===== src/rtl/led_arb_pkg.sv =====
// Shared types and helpers for the LED share arbiter: FSM state enum,
// round-robin next-owner search and default timing constants.
package led_arb_pkg;
  typedef enum logic [1:0] {ST_IDLE, ST_ARB, ST_SERVE, ST_GAP} arb_state_t;

  localparam int DEF_PWM_BITS    = 8;
  localparam int DEF_SLOT_CYCLES = 6_250_000;
  localparam int MAX_REQ         = 8;

  // First set request after ptr, wrapping through ptr itself; returns ptr if none.
  function automatic logic [2:0] rr_next(input logic [MAX_REQ-1:0] req,
                                         input logic [2:0] ptr, input int n);
    logic [2:0] idx;
    rr_next = ptr;
    for (int i = MAX_REQ; i >= 1; i--) begin
      idx = 3'((int'(ptr) + i) % n);
      if (i <= n && req[idx]) rr_next = idx;
    end
  endfunction
endpackage


===== src/rtl/led_pwm_core.sv =====
// PWM engine for the shared LED: free-running counter, duty register reloaded
// only on wrap, registered active-low LED output and a wrap pulse.
module led_pwm_core
  import led_arb_pkg::*;
#(
  parameter int PWM_BITS = DEF_PWM_BITS
) (
  input  logic                clk,
  input  logic                rst_n,
  input  logic                en,
  input  logic [PWM_BITS-1:0] duty,
  output logic                led,
  output logic                wrap
);
  logic [PWM_BITS-1:0] pwm_cnt;
  logic [PWM_BITS-1:0] duty_q;

  assign wrap = en && (pwm_cnt == '1);

  always_ff @(posedge clk) begin
    if (!rst_n) begin
      pwm_cnt <= '0;
      duty_q  <= '0;
      led     <= 1'b1;
    end else if (!en) begin
      // Parked: dark, counter at phase 0, duty tracks the next owner.
      pwm_cnt <= '0;
      duty_q  <= duty;
      led     <= 1'b1;
    end else begin
      pwm_cnt <= pwm_cnt + 1'b1;
      led     <= ~(pwm_cnt < duty_q);
      if (wrap) duty_q <= duty;
    end
  end
endmodule


===== src/rtl/led_share_arbiter.sv =====
// Round-robin time-slot sharing of one active-low LED with per-requester PWM.
// Optional LED_ARB_PREEMPT_EN: req[0] takes over at the next PWM wrap, no gap.
module led_share_arbiter
  import led_arb_pkg::*;
#(
  parameter int N_REQ       = 4,
  parameter int PWM_BITS    = DEF_PWM_BITS,
  parameter int SLOT_CYCLES = DEF_SLOT_CYCLES
) (
  input  logic                      clk,
  input  logic                      rst_n,
  input  logic [N_REQ-1:0]          req,
  input  logic [N_REQ*PWM_BITS-1:0] duty,
  output logic [N_REQ-1:0]          grant,
  output logic                      busy,
  output logic                      led
);
  localparam int IW = $clog2(N_REQ);
  localparam int SW = $clog2(SLOT_CYCLES);
  localparam logic [SW-1:0] SLOT_LAST = SW'(SLOT_CYCLES - 1);
  localparam logic [SW-1:0] GAP_LAST  = SW'(2**PWM_BITS - 1);

  arb_state_t state;
  logic [IW-1:0] rr_ptr, own, pick, sel;
  logic [SW-1:0] slot_cnt;
  logic          pwm_en, wrap, preempt, others;
  logic [N_REQ-1:0][PWM_BITS-1:0] duty_v;
  logic [PWM_BITS-1:0] duty_sel;

  assign duty_v = duty;
  assign pick   = IW'(rr_next(MAX_REQ'(req), 3'(rr_ptr), N_REQ));
  assign others = |(req & ~grant);
  assign pwm_en = (state == ST_SERVE);

`ifdef LED_ARB_PREEMPT_EN
  assign preempt = (state == ST_SERVE) && wrap && req[0] && (own != '0);
`else
  assign preempt = 1'b0;
`endif

  // Duty feeding the PWM reload must belong to whoever owns the next period.
  assign sel      = (state == ST_ARB) ? pick : (preempt ? '0 : own);
  assign duty_sel = duty_v[sel];

  led_pwm_core #(.PWM_BITS(PWM_BITS)) u_pwm (
    .clk  (clk),
    .rst_n(rst_n),
    .en   (pwm_en),
    .duty (duty_sel),
    .led  (led),
    .wrap (wrap)
  );

  always_ff @(posedge clk) begin
    if (!rst_n) begin
      state    <= ST_IDLE;
      grant    <= '0;
      busy     <= 1'b0;
      rr_ptr   <= IW'(N_REQ - 1);
      own      <= '0;
      slot_cnt <= '0;
    end else begin
      case (state)
        ST_IDLE: begin
          slot_cnt <= '0;
          if (|req) begin
            state <= ST_ARB;
            busy  <= 1'b1;
          end
        end
        ST_ARB: begin
          slot_cnt <= '0;
          if (|req) begin
            state  <= ST_SERVE;
            grant  <= N_REQ'(1) << pick;
            own    <= pick;
            rr_ptr <= pick;
          end else begin
            state <= ST_IDLE;
            grant <= '0;
            busy  <= 1'b0;
          end
        end
        ST_SERVE: begin
          if (slot_cnt != SLOT_LAST) slot_cnt <= slot_cnt + 1'b1;
          if (preempt) begin
            // rr_ptr deliberately kept so rotation resumes after the urgent slot.
            grant    <= N_REQ'(1);
            own      <= '0;
            slot_cnt <= '0;
          end else if (wrap && (slot_cnt == SLOT_LAST || !req[own])) begin
            slot_cnt <= '0;
            if (req != grant) begin
              grant <= '0;
              if (others) state <= ST_GAP;
              else begin
                state <= ST_IDLE;
                busy  <= 1'b0;
              end
            end
          end
        end
        ST_GAP: begin
          // slot_cnt doubles as the gap timer: one full dark PWM period.
          slot_cnt <= slot_cnt + 1'b1;
          if (slot_cnt == GAP_LAST) begin
            state    <= ST_ARB;
            slot_cnt <= '0;
          end
        end
        default: state <= ST_IDLE;
      endcase
    end
  end
endmodule


===== config.mk =====
export PLATFORM = sky130hd
export DESIGN_NAME = led_share_arbiter
export DESIGN_NICKNAME = d
export VERILOG_FILES = /design/src/rtl/led_arb_pkg.sv /design/src/rtl/led_pwm_core.sv /design/src/rtl/led_share_arbiter.sv
export SDC_FILE = /design/constraint.sdc
export NUM_CORES = 1
export LEC_CHECK = 0
export BUFFER_PORTS_ARGS = -buffer_cell sky130_fd_sc_hd__buf_2
export CAP_MARGIN = 20
export CORE_ASPECT_RATIO = 1.4
export CORE_MARGIN = 2
export CORE_UTILIZATION = 50
export CTS_BUF_LIST = sky130_fd_sc_hd__clkbuf_16
export DETAILED_ROUTE_END_ITERATION = 10
export GPL_TIMING_DRIVEN = 1
export PLACE_DENSITY = 0.71
export SLEW_MARGIN = 20
export SYNTH_ARGS = -nofsm -noshare
export SYNTH_HDL_FRONTEND = slang
export SYNTH_SLANG_ARGS = --single-unit
export TNS_END_PERCENT = 30

===== constraint.sdc =====
create_clock -name clk -period 2.1 [get_ports clk]
set_input_delay 0.105 -clock clk [delete_from_list [all_inputs] [get_ports clk]]
set_output_delay 0.105 -clock clk [all_outputs]
set_load 0.005 [all_outputs]

# Word level (Yosys, flattened, before mapping)
# Index checks and enable logic that the tools add are counted.
# W data, S select, Z words.
# totals
register_bits	51
in_bits	38
out_inout_bits	6
word_cells	105
# op_classes
addsub	6
order_cmp	7
n_eq_ne	16
n_shift	1
mux	40
bitwise	7
n_reduce_logical	19
# op_table
cell	n
$mux W23	3
$pmux W23 S3	1
$mux W8	3
$add A23 B1 Y23 const B	1
$eq A23 B23 Y1 const B	1
$eq A23 B8 Y1 const B	1
$ne A23 B23 Y1 const B	1
$mux W2	11
$bmux W8 S2	1
$lt A3 B4 Y1 const B	4
$ne A2 B2 Y1 const B	7
$bmux W1 S3	4
$mux W4	3
$mux W1	10
$reduce_or A2 Y1	5
$add A8 B1 Y8 const B	1
$eq A8 B8 Y1 const B	1
$lt A8 B8 Y1	1
$pmux W2 S4	1
$pmux W4 S2	1
$reduce_or A4 Y1	2
$lt A2 B3 Y1 const B	2
$reduce_and A6 Y1	1
$add A2 B1 Y2 const B	2
21 further kinds	28

# Logic depth before layout (Yosys ltp)
# Gate-level depths: netlist of run 1.
# depth
word_depth	14
mapped_depth	8
mapped_depth_nobuf	7

# By module
# Synthesis of run 1 repeated with hierarchy kept, for this count alone.
# unflattened
cells_unflattened	338
hier_area_um2	3016.6
# modules_own_cells
mod	instances	cells_each	area_each_um2	seq_area_each_um2
led_share_arbiter	1	242	2168.3	680.7
led_pwm_core	1	96	848.3	340.3

# Worst setup path before layout of run 1
# Ideal clock, no wire load.
# synth_timing
path_type	reg2reg
startpoint	register rr_ptr[0]
endpoint	register u_pwm.duty_q[4]
setup_ns	0.132
arrival_time_ns	1.742
required_time_ns	1.968
slack_ns	0.226
path_stages_with_launch	8
path_buffers	1
period_less_slack_ns	1.874
cell_sequence	dfxtp_1 > nor2b_1 > o21ba_2 > a221oi_4 > buf_6 > mux2_1 > a221oi_2 > a21oi_1
# synth_between
elab_chain_cells	14
elab_cells_between_ends	29
classes_between	add/sub: 4; mux: 17; bitwise: 4; reduce/logical: 4
# synth_rtl
item	line	rtl
start, declared	led_share_arbiter.sv:24	logic [IW-1:0] rr_ptr, own, pick, sel;
start signal, assigned	led_share_arbiter.sv:59	rr_ptr <= IW'(N_REQ - 1);
start signal, assigned	led_share_arbiter.sv:77	rr_ptr <= pick;
$add A2 B1 Y2	led_arb_pkg.sv:16	idx = 3'((int'(ptr) + i) % n);
$reduce_or A2 Y1 (no line)	n/a	
$and A1 B1 Y1 (no line)	n/a	
$bmux W1 S3	led_arb_pkg.sv:17	if (i <= n && req[idx]) rr_next = idx;
$mux W1 (implied by the code)	led_arb_pkg.sv:17	
$mux W2 (3 in series)	led_arb_pkg.sv:17	
$mux W2 (*)	led_arb_pkg.sv:17	
$mux W2 (*)	led_share_arbiter.sv:42	assign sel = (state == ST_ARB) ? pick : (preempt ? '0 : own);
$bmux W8 S2 (*)	led_share_arbiter.sv:43	assign duty_sel = duty_v[sel];
$mux W8 (implied by the code) (*)	led_share_arbiter.sv:43	
$mux W8	led_pwm_core.sv:33	if (wrap) duty_q <= duty;
$mux W8 (*)	led_pwm_core.sv:25	end else if (!en) begin
end signal, assigned	led_pwm_core.sv:28	duty_q <= duty;
end signal, assigned	led_pwm_core.sv:33	
end, declared	led_pwm_core.sv:16	logic [PWM_BITS-1:0] duty_q;
# Mark *: on every way between the ends. The rest lies on a longest branch, timed or not. The select of a mux whose other input is x is not followed.
# A chain may end at the register's enable or synchronous reset.

# Final worst setup path of run 1
# layout_timing
startpoint	register rr_ptr[0]
endpoint	register u_pwm.duty_q[5]
# The elaborated chain is that of the path after synthesis.

==> results.json, run 1 <==
{
  "synth.top_cells.by_area": "sky130_fd_sc_hd__dfxtp_1 31%, sky130_fd_sc_hd__ha_1 6.5%, sky130_fd_sc_hd__mux4_2 6.2%",
  "fp.coreArea_mm2": 0.00625,
  "wire_length_per_cell_um": 15.5,
  "n_fill_cell": 523,
  "post_synth_most_frequent_cells": "51 x sky130_fd_sc_hd__dfxtp_1, 36 x sky130_fd_sc_hd__nor2_1, 25 x sky130_fd_sc_hd__nand2_1",
  "slew_headroom_pct": 38.7,
  "tritoncts": "done",
  "slew_viol_final": 0,
  "grt_first_pass_wirelength_um": 12500,
  "drt_pass1_iterations": 4,
  "synth.top_cell.area_share_pct": 31.3,
  "setup.worst_path.end_class": "register",
  "die_h_um": 99.6,
  "cts_made_buffers": 5,
  "die_width_um": 72.3,
  "worst-slew-pin-transition_ns": 0.918,
  "drt.antenna.violating_nets": 0,
  "layout_net_count": 443,
  "post-route-drc-count": 0,
  "crit_required_ns": 2.27,
  "timing.final.crit_period_ns": 1.97,
  "placed_cells": 453,
  "yosys_warnings": 0,
  "worst-path-max-fanout": 22,
  "track_usage_pct": 21.6,
  "holdCritStartpoint": "rst_n",
  "root_buffer": "sky130_fd_sc_hd__clkbuf_16",
  "syn_area_mm2": 0.00326,
  "cts-hold-fix-buffers": 0,
  "avgViaCountPerCell": 5.80,
  "yosys.area.top_type": "sky130_fd_sc_hd__dfxtp_1",
  "design.die.area_mm2": 0.00719,
  "r2r-end": "u_pwm.duty_q[5]$_SDFFE_PN0P_",
  "result_of_the_run": "finished clean",
  "synth.ff_latch_count": 51,
  "routed_wl_um": 7140,
  "clkTransAtPathRegs_ns": 0.07,
  "drive_above_1_share_pct": 26.2,
  "first_iter_violations": 118,
  "critical_path.reg2reg.startpoint": "rr_ptr[0]$_SDFFE_PN1P_",
  "holdPathEnd": "rr_ptr[0]$_SDFFE_PN1P_",
  "antenna_violations_before_repair": 0,
  "worst-r2r-cell-count": 7,
  "post-route-period-util_pct": 93.7,
  "crit_path_start_kind": "register",
  "std_cell_rows": 34,
  "ff_latch_area_mm2": 0.00102,
  "syn_area_per_cell_um2": 9.53,
  "area_growth_syn_to_layout_pct": 15.8,
  "globalRouteOverflowTotal": 0,
  "mappedNetlistNets": 397,
  "max-clock-path-buffers": 2,
  "ff2ff_setup_slack_ns": 0.13,
  "routed_via_count": 2675,
  "setup_repair_after_global_routing_missed_its_margin": "no",
  "min-delay-path-class": "primary input to register",
  "max-vdd-ir-drop_v": 0.000535,
  "totalNegativeSetupSlack_ns": 0,
  "n_antenna_cell": 0,
  "detailed_placement_hpwl_um": 5360,
  "place_congestion": 0.799,
  "hold_violations": 0,
  "finalClockSkew_ns": 0.00739,
  "critical_path_class": "register to register",
  "timing.max_cap.violations": 0,
  "synth_ff_type": "sky130_fd_sc_hd__dfxtp_1",
  "synth_most_common_cell": "sky130_fd_sc_hd__dfxtp_1",
  "grt_max_degree": 27,
  "post-cts-setup-buffers": 0,
  "initial_core_util_pct": 52.1,
  "synthArstFlopShare_pct": 0,
  "post_layout_nonfiller_instances": 461,
  "powerDensity_mw_per_mm2": 991,
  "cell_depth_of_the_worst_hold_path": 2,
  "synthCells": 342,
  "max_freq_mhz": 508,
  "synth_cell_type_count": 52,
  "synth_edf_count": 0,
  "cts_sinks": 51,
  "setup-violations-final": 0,
  "insertion_delay_ns": 0.28,
  "cts_htree_levels": 2,
  "io-pin-count": 44,
  "cp_data_arrival_time_ns": 2.13,
  "vias_in_the_first_global_route": 2866,
  "io_buffers": 43,
  "static-leakage-power_nw": 1.50,
  "area_of_the_multi_input_gates_mm2": 0.00209,
  "synth-seq-area-share_pct": 31.3
}
## routing by layer
metal | share of wire (%) | wire length, um | GRT usage (%) | vias up
met3 | 2.8 | 203 | 2.84 | 16
met1 | 40 | 2880 | 23.8 | 1272
met5 | 0 | 0 | 0 | -
met4 | 2.9 | 210 | 9.87 | 0
li1 | - | - | - | 1321
met2 | 54 | 3840 | 40.0 | 66
## placed cells by master (no fill, tap or decap), drive strengths merged, types with 2 or more instances in the layout
cell type and instances:
a21o 2, nor2b 14, xor2 18, buf 54, nand2 25, nand3 19, nor4 7, inv 15
xnor2 8, o21ai 21, bufinv 2, and2 2, nor3 6, mux4 9, a221oi 9, clkbuf 5
nor2 37, o41ai 2, and3 5, ha 17, and4 2, mux2i 7, dfxtp 51, nand4 6
mux2 16, a21oi 13, nand2b 4
## sequential cells by signal, summed over array words and instances, names as in the netlist
name,cells
rr_ptr,2
u_pwm.pwm_cnt,8
own,2
grant,4
u_pwm.led,1
busy,1
slot_cnt,23
u_pwm.duty_q,8
state,2
## how the worst max path moves through the flow
stage                                      startpoint                      endpoint  depth (start not counted)
after floorplan                rr_ptr[0]$_SDFFE_PN1P_  u_pwm.duty_q[4]$_SDFFE_PN0P_                          7
after global placement         rr_ptr[0]$_SDFFE_PN1P_  u_pwm.duty_q[5]$_SDFFE_PN0P_                          7
after detailed placement       rr_ptr[0]$_SDFFE_PN1P_  u_pwm.duty_q[5]$_SDFFE_PN0P_                          7
after CTS                      rr_ptr[0]$_SDFFE_PN1P_  u_pwm.duty_q[5]$_SDFFE_PN0P_                          7
after global routing      u_pwm.pwm_cnt[0]$_SDFF_PN0_             busy$_SDFFE_PN0P_                          6
final                          rr_ptr[0]$_SDFFE_PN1P_  u_pwm.duty_q[5]$_SDFFE_PN0P_                          7
## what timing repair did
action | CTS | global route
hold endpoints to repair | 0 | 0
endpoints found under the setup margin | 0 | 4
resized for setup | 0 | 1
## cell type report
class	instances	share of cell area [%]
inverters	15	1.49
well taps	72	2.39
clock buffers	5	3.31
repair buffers	54	8.55
clock inverters	3	1.79
multi-input cells	261	55.4
flip-flops and latches	51	27.1
## worst max-delay path: stages, from the launching register on
cell and delay (ns):
sky130_fd_sc_hd__dfxtp_2 0.37, sky130_fd_sc_hd__nor2b_1 0.07, sky130_fd_sc_hd__o21ba_2 0.23, sky130_fd_sc_hd__a221oi_4 0.22, sky130_fd_sc_hd__buf_12 0.22, sky130_fd_sc_hd__mux2_2 0.36
sky130_fd_sc_hd__a221oi_1 0.28, sky130_fd_sc_hd__a21oi_1 0.10
## cells by family after synthesis
logic type | count (synthesis) | share of synthesized area (%)
simple gates | 133 | 22.9
buf+inv | 30 | 4.53
flops | 51 | 31.3
mux | 32 | 14.6
xor+xnor | 26 | 6.98
fa+ha+maj | 17 | 6.52
compound gates | 53 | 13.1
## metrics by stage
| stage | worst slack, ns | util [%] | instance area, um2 | hold slack [ns] | total power [mW] |
|---|---|---|---|---|---|
| 2_1_floorplan | 0.226 | - | 3260 | 0.389 | 2.35 |
| 3_3_place_gp | 0.134 | 57.3 | 3580 | 0.465 | 2.69 |
| 3_5_place_dp | 0.0850 | 57.3 | 3580 | 0.463 | 2.73 |
| 4_1_cts | 0.0650 | 60.4 | 3770 | 0.206 | 3.77 |
| 5_1_grt | 0.0200 | 60.4 | 3780 | 0.240 | 3.99 |
| 6_report | 0.133 | 60.4 | 3780 | 0.209 | 3.74 |
## power breakdown
part | leakage, nW | switching (mW) | internal (mW)
registers | 0.414 | 0.106 | 1.12
clock network | 0.0900 | 0.349 | 0.682
logic | 0.995 | 0.741 | 0.745
Power figures use the tool's default switching activity.
==> inputs of run 2 (changes only) <==
Settings changed: CELL_PAD_IN_SITES_DETAIL_PLACEMENT set to 1, CELL_PAD_IN_SITES_GLOBAL_PLACEMENT set to 1, CORE_UTILIZATION 50 to 45, PLACE_DENSITY 0.71 to unset, PLACE_DENSITY_LB_ADDON set to 0.1.
==> run 2 against run 1 <==
- global-route usage shrank 0.43 points
- sequential share of layout area down 0.72 points
- maximum frequency fell by 1.6%
- clock power shrank 20%
- utilization shrank 4.8 points
- via count increased by 2.4%
- final cell count grew 7.2%
- die area is 11% higher
- worst setup slack got worse by 0.031 ns
- combinational power grew 13%
- hold slack got worse by 0.075 ns
- sequential power barely moved
==> results.json, run 2 (synthesis results as in run 1) <==
{
  "finalClockSkew_ns": 0.00624,
  "fp.coreArea_mm2": 0.00698,
  "critical_path_class": "register to register",
  "n_antenna_cell": 0,
  "setup-violations-final": 0,
  "timing.final.crit_period_ns": 2.00,
  "path_cells": "nand2b_1 -> o21ai_1 -> a221oi_4 -> buf_4 -> clkbuf_16 -> mux2_4 -> a221oi_2 -> a21oi_1",
  "result_of_the_run": "finished clean",
  "worst-path-max-fanout": 11,
  "drt.antenna.violating_nets": 0,
  "design.die.area_mm2": 0.00795,
  "routed_wl_um": 8370,
  "critical-path-top-delay-family": "compound AO/OA/AOI/OAI gates",
  "worstSetupEndpoint": "u_pwm.duty_q[0]$_SDFFE_PN0P_",
  "antenna_violations_before_repair": 0,
  "final_core_utilization_pct": 55.6,
  "cp_data_arrival_time_ns": 2.18,
  "std_cell_rows": 36,
  "place_congestion": 0.804,
  "detailed_placement_hpwl_um": 6280,
  "min-delay-path-class": "primary input to register",
  "ff2ff_setup_slack_ns": 0.10,
  "cts_sinks": 51,
  "root_buffer": "sky130_fd_sc_hd__clkbuf_16",
  "initial_core_util_pct": 46.7,
  "registers.top_by_ff_count": "slot_cnt",
  "slowest_delay_ns": 0.35,
  "max-vdd-ir-drop_v": 0.000462,
  "insertion_delay_ns": 0.30,
  "post-route-drc-count": 0,
  "post-route-period-util_pct": 95.2,
  "largest_registers": "slot_cnt x23, u_pwm.duty_q x8, u_pwm.pwm_cnt x8",
  "n_fill_cell": 821,
  "static-leakage-power_nw": 1.54,
  "grt_max_degree": 24,
  "drive_above_1_share_pct": 28.3,
  "hold_violations": 0,
  "grt_first_pass_wirelength_um": 13500,
  "powerDensity_mw_per_mm2": 960,
  "slew_headroom_pct": 30.4,
  "cp_num_cells": 8,
  "die_h_um": 105,
  "track_usage_pct": 21.2,
  "placed_cells": 480,
  "first_iter_violations": 62,
  "timing.max_cap.violations": 0,
  "wire_length_per_cell_um": 16.9,
  "max-clock-path-buffers": 2,
  "globalRouteOverflowTotal": 0,
  "worst-slew-pin-transition_ns": 1.04,
  "cts_made_buffers": 5,
  "avgViaCountPerCell": 5.54,
  "layout_net_count": 453,
  "crit_path_start_kind": "register",
  "crit_required_ns": 2.28,
  "routed_via_count": 2739,
  "io-pin-count": 44,
  "buffers_and_inverters_on_the_worst_path": 2,
  "final_cell_mix": "50 x sky130_fd_sc_hd__dfxtp_1, 43 x sky130_fd_sc_hd__buf_2, 36 x sky130_fd_sc_hd__nor2_1, 25 x sky130_fd_sc_hd__nand2_1",
  "max_freq_mhz": 500,
  "layout.cells.most_common": "sky130_fd_sc_hd__dfxtp_1",
  "clkTransAtPathRegs_ns": 0.07,
  "tritoncts": "done",
  "area_growth_syn_to_layout_pct": 19.0,
  "io_buffers": 43,
  "slew_viol_final": 0,
  "critical_path.reg2reg.startpoint": "rr_ptr[0]$_SDFFE_PN1P_",
  "largest_register_ff_count": 23,
  "worst-r2r-cell-count": 8,
  "critPathLaunch": "rr_ptr[0]$_SDFFE_PN1P_",
  "r2r-end": "u_pwm.duty_q[0]$_SDFFE_PN0P_",
  "drt_pass1_iterations": 4,
  "post_layout_nonfiller_instances": 494,
  "cts_htree_levels": 2,
  "setup.worst_path.end_class": "register",
  "slowest_stage": "sky130_fd_sc_hd__dfxtp_2",
  "vias_in_the_first_global_route": 2857,
  "die_width_um": 75.9
}
[run 2: cell count changes in the layout (fill, tap and decap cells not counted)]
| cell | previous run | this run |
|---|---|---|
| sky130_fd_sc_hd__a221oi_1 | 2 | 0 |
| sky130_fd_sc_hd__a221oi_2 | 6 | 8 |
| sky130_fd_sc_hd__buf_4 | 9 | 17 |
| sky130_fd_sc_hd__bufinv_16 | 2 | 0 |
| sky130_fd_sc_hd__clkbuf_16 | 5 | 7 |
| sky130_fd_sc_hd__clkinv_1 | 0 | 1 |
| sky130_fd_sc_hd__clkinv_4 | 0 | 1 |
[run 2: worst min-delay path: cells and delay by family]
| kind | cells | cell delay, ns |
|---|---|---|
| AO/OA/AOI/OAI | 2 | 0.13 |
| buffers and inverters | 1 | 0.15 |
[run 2: metrics by stage]
step                      TNS (ns)  hold slack [ns]  power [mW]  setup slack (ns)  cell area (um2)
after floorplan                  0            0.389        2.35             0.226             3260
final                            0            0.134        3.72             0.101             3880
after global routing       -0.0487            0.148        3.97           -0.0226             3880
after detailed placement         0            0.440        2.80            0.0349             3640
after CTS                        0            0.128        3.63            0.0151             3790
after global placement           0            0.437        2.76            0.0838             3640
[run 2: timing repair]
action,4_1_cts,5_1_grt
hold buffers,0,0
endpoints found under the hold margin,0,0
setup buffers,0,4
resized for setup,0,3
setup endpoints to repair,0,31
[run 2: layout make-up]
class / count / area [um2] / share of cell area (%)
Inverter: 15 / 56.3 / 1.45
Clock buffer: 5 / 125 / 3.22
Tap cell: 95 / 119 / 3.06
Clock inverter: 3 / 20.0 / 0.516
Timing Repair Buffer: 64 / 433 / 11.2
Sequential cell: 51 / 1020 / 26.3
Multi-Input combinational cell: 261 / 2100 / 54.2
[run 2: how the worst min path moves through the flow]
stage | start | end | slack [ns] | depth (start not counted)
2_1_floorplan | u_pwm.led$_SDFF_PN1_ | led | 0.39 | 0
3_3_place_gp | rst_n | u_pwm.duty_q[4]$_SDFFE_PN0P_ | 0.44 | 3
3_5_place_dp | rst_n | u_pwm.duty_q[3]$_SDFFE_PN0P_ | 0.44 | 3
4_1_cts | rst_n | u_pwm.duty_q[3]$_SDFFE_PN0P_ | 0.13 | 3
5_1_grt | rst_n | u_pwm.duty_q[3]$_SDFFE_PN0P_ | 0.15 | 3
6_report | rst_n | u_pwm.duty_q[3]$_SDFFE_PN0P_ | 0.13 | 3
[run 2: power by group]
part	switching [mW]	leakage, nW	internal (mW)
Combinational	0.820	1.06	0.857
Clock	0.379	0.0674	0.440
Sequential	0.110	0.414	1.12
[run 2: metal layers]
layer  vias to the layer above  global-route usage [%]  part of all wire (%)
li1                       1337                       -                     -
met1                      1339                    22.0                    38
met2                        47                    42.1                    57
met3                        16                    2.85                   2.3
met4                         0                    8.44                   2.9
met5                         -                       0                     0
==> inputs of run 3 (changes only) <==
Clock period 2.1 ns to 1.9 ns, I/O delays scaled along.
==> run 3 against run 2 <==
- the flow now finishes with violations (setup timing)
- hold slack got worse by 0.0028 ns
- register-to-register slack got worse by 0.11 ns
- non-clock buffer count rose by 14
- clock power rose by 9.1%
==> results.json, run 3 (synthesis results as in run 1) <==
{
  "result_of_the_run": "finished with violations",
  "failed_checks": "setup timing",
  "post-route-drc-count": 0,
  "worst-slew-pin-transition_ns": 0.605,
  "setup_repair_after_global_routing_missed_its_margin": "yes",
  "timing.max_cap.violations": 0,
  "die_h_um": 105,
  "slowest_delay_ns": 0.35,
  "crit_path_start_kind": "register",
  "drive_above_1_share_pct": 33.9,
  "grt_max_degree": 24,
  "path_cells": "nand2b_4 -> o21ai_2 -> a221oi_4 -> buf_4 -> mux2_1 -> a221oi_2 -> a21oi_1",
  "totalNegativeSetupSlack_ns": -0.0182,
  "largest_register_ff_count": 23,
  "detailed_placement_hpwl_um": 6370,
  "avgViaCountPerCell": 5.48,
  "max-vdd-ir-drop_v": 0.000460,
  "hold_violations": 0,
  "fin_worst_hold_slack_ns": 0.131,
  "max_freq_mhz": 524,
  "tritoncts": "done",
  "powerDensity_mw_per_mm2": 1020,
  "critical-path-top-delay-family": "compound AO/OA/AOI/OAI gates",
  "antenna_violations_before_repair": 0,
  "routed_wl_um": 8540,
  "crit_required_ns": 2.09,
  "drt_pass1_iterations": 4,
  "area_growth_syn_to_layout_pct": 23.7,
  "post-route-period-util_pct": 100,
  "io-pin-count": 44,
  "insertion_delay_ns": 0.30,
  "cts-hold-fix-buffers": 0,
  "routed_via_count": 2783,
  "placed_cells": 496,
  "fp.coreArea_mm2": 0.00698,
  "critical_path_class": "register to register",
  "vias_in_the_first_global_route": 3048,
  "final_total_pwr_mw": 4.10,
  "layout_net_count": 467,
  "final_cell_mix": "49 x sky130_fd_sc_hd__dfxtp_1, 43 x sky130_fd_sc_hd__buf_2, 36 x sky130_fd_sc_hd__nor2_1, 33 x sky130_fd_sc_hd__buf_4, 24 x sky130_fd_sc_hd__nand2_1",
  "finalClockSkew_ns": 0.00756,
  "place_congestion": 0.850,
  "setup-violations-final": 3,
  "cts_made_buffers": 5,
  "initial_core_util_pct": 46.7,
  "wire_length_per_cell_um": 16.8,
  "placed_area_mm2": 0.00376,
  "min-delay-path-class": "primary input to register",
  "drt.antenna.violating_nets": 0,
  "slew_headroom_pct": 59.5,
  "buffers_and_inverters_on_the_worst_path": 1,
  "n_antenna_cell": 0,
  "slew_viol_final": 0,
  "fin_area_mm2": 0.00403,
  "post-route-worst-setup-slack_ns": -0.00859,
  "static-leakage-power_nw": 1.64,
  "die_width_um": 75.9,
  "root_buffer": "sky130_fd_sc_hd__clkbuf_16",
  "worst-path-max-fanout": 6,
  "post_layout_nonfiller_instances": 508,
  "first_iter_violations": 47,
  "io_buffers": 43,
  "timing.final.crit_period_ns": 1.91,
  "std_cell_rows": 36,
  "track_usage_pct": 22.6,
  "cts_htree_levels": 2,
  "cts_sinks": 51,
  "globalRouteOverflowTotal": 0,
  "grt_first_pass_wirelength_um": 14500,
  "setup.worst_path.end_class": "register",
  "largest_registers": "slot_cnt x23, u_pwm.duty_q x8, u_pwm.pwm_cnt x8",
  "clkTransAtPathRegs_ns": 0.07,
  "max-clock-path-buffers": 2,
  "registers.top_by_ff_count": "slot_cnt",
  "slowest_stage": "sky130_fd_sc_hd__dfxtp_2",
  "cp_data_arrival_time_ns": 2.10,
  "design.die.area_mm2": 0.00795,
  "layout.cells.most_common": "sky130_fd_sc_hd__dfxtp_1"
}
run 3: cell type report:
type	instances	area (um2)
fill	793	2950
multi-input combinational	261	2200
sequential	51	1020
timing repair buffer	78	494
clock buffer	5	125
tap	95	119
inverter	15	56.3
clock inverter	3	15.0
run 3: repair_timing:
action,4_1_cts,5_1_grt
resized for setup,11,18
endpoints found under the hold margin,0,0
gates cloned,2,0
pin swaps,10,18
setup endpoints to repair,4,38
buffers inserted,5,1
run 3: tightest hold or removal path, cell delays in order:
cell and delay, ns:
sky130_fd_sc_hd__buf_2 0.16, sky130_fd_sc_hd__o21ai_0 0.09, sky130_fd_sc_hd__a21oi_1 0.04
run 3: routing by layer:
layer | track usage, % | vias up | share of wire [%]
met5 | 0 | - | 0
met4 | 8.83 | 0 | 2.4
met3 | 4.06 | 16 | 3.0
met2 | 46.9 | 50 | 58
met1 | 21.3 | 1349 | 36
li1 | - | 1368 | -
run 3: per-stage QoR:
| stage | util, % | worst slack [ns] |
|---|---|---|
| 2_1_floorplan | - | 0.0262 |
| 3_3_place_gp | 53.9 | 0.0000129 |
| 3_5_place_dp | 53.9 | -0.0558 |
| 4_1_cts | 57.8 | -0.0209 |
| 5_1_grt | 57.8 | -0.0660 |
| 6_report | 57.8 | -0.00859 |
run 3: path summary, 6_finish.rpt:
path / slack, ns / endpoint / cells past startpoint / start
setup / recovery: -0.009 / u_pwm.duty_q[3]$_SDFFE_PN0P_ / 7 / rr_ptr[0]$_SDFFE_PN1P_
hold / removal: 0.13 / u_pwm.duty_q[4]$_SDFFE_PN0P_ / 3 / rst_n
setup reg to reg: -0.009 / u_pwm.duty_q[3]$_SDFFE_PN0P_ / 7 / rr_ptr[0]$_SDFFE_PN1P_
hold reg to reg: 0.48 / busy$_SDFFE_PN0P_ / 2 / busy$_SDFFE_PN0P_
run 3: where the power goes:
part	switching (mW)	internal (mW)	total, mW	leakage (nW)
Clock	0.415	0.480	0.895	0.0649
Combinational	0.915	0.941	1.86	1.16
Sequential	0.119	1.24	1.35	0.415
Total	1.45	2.66	4.10	1.64
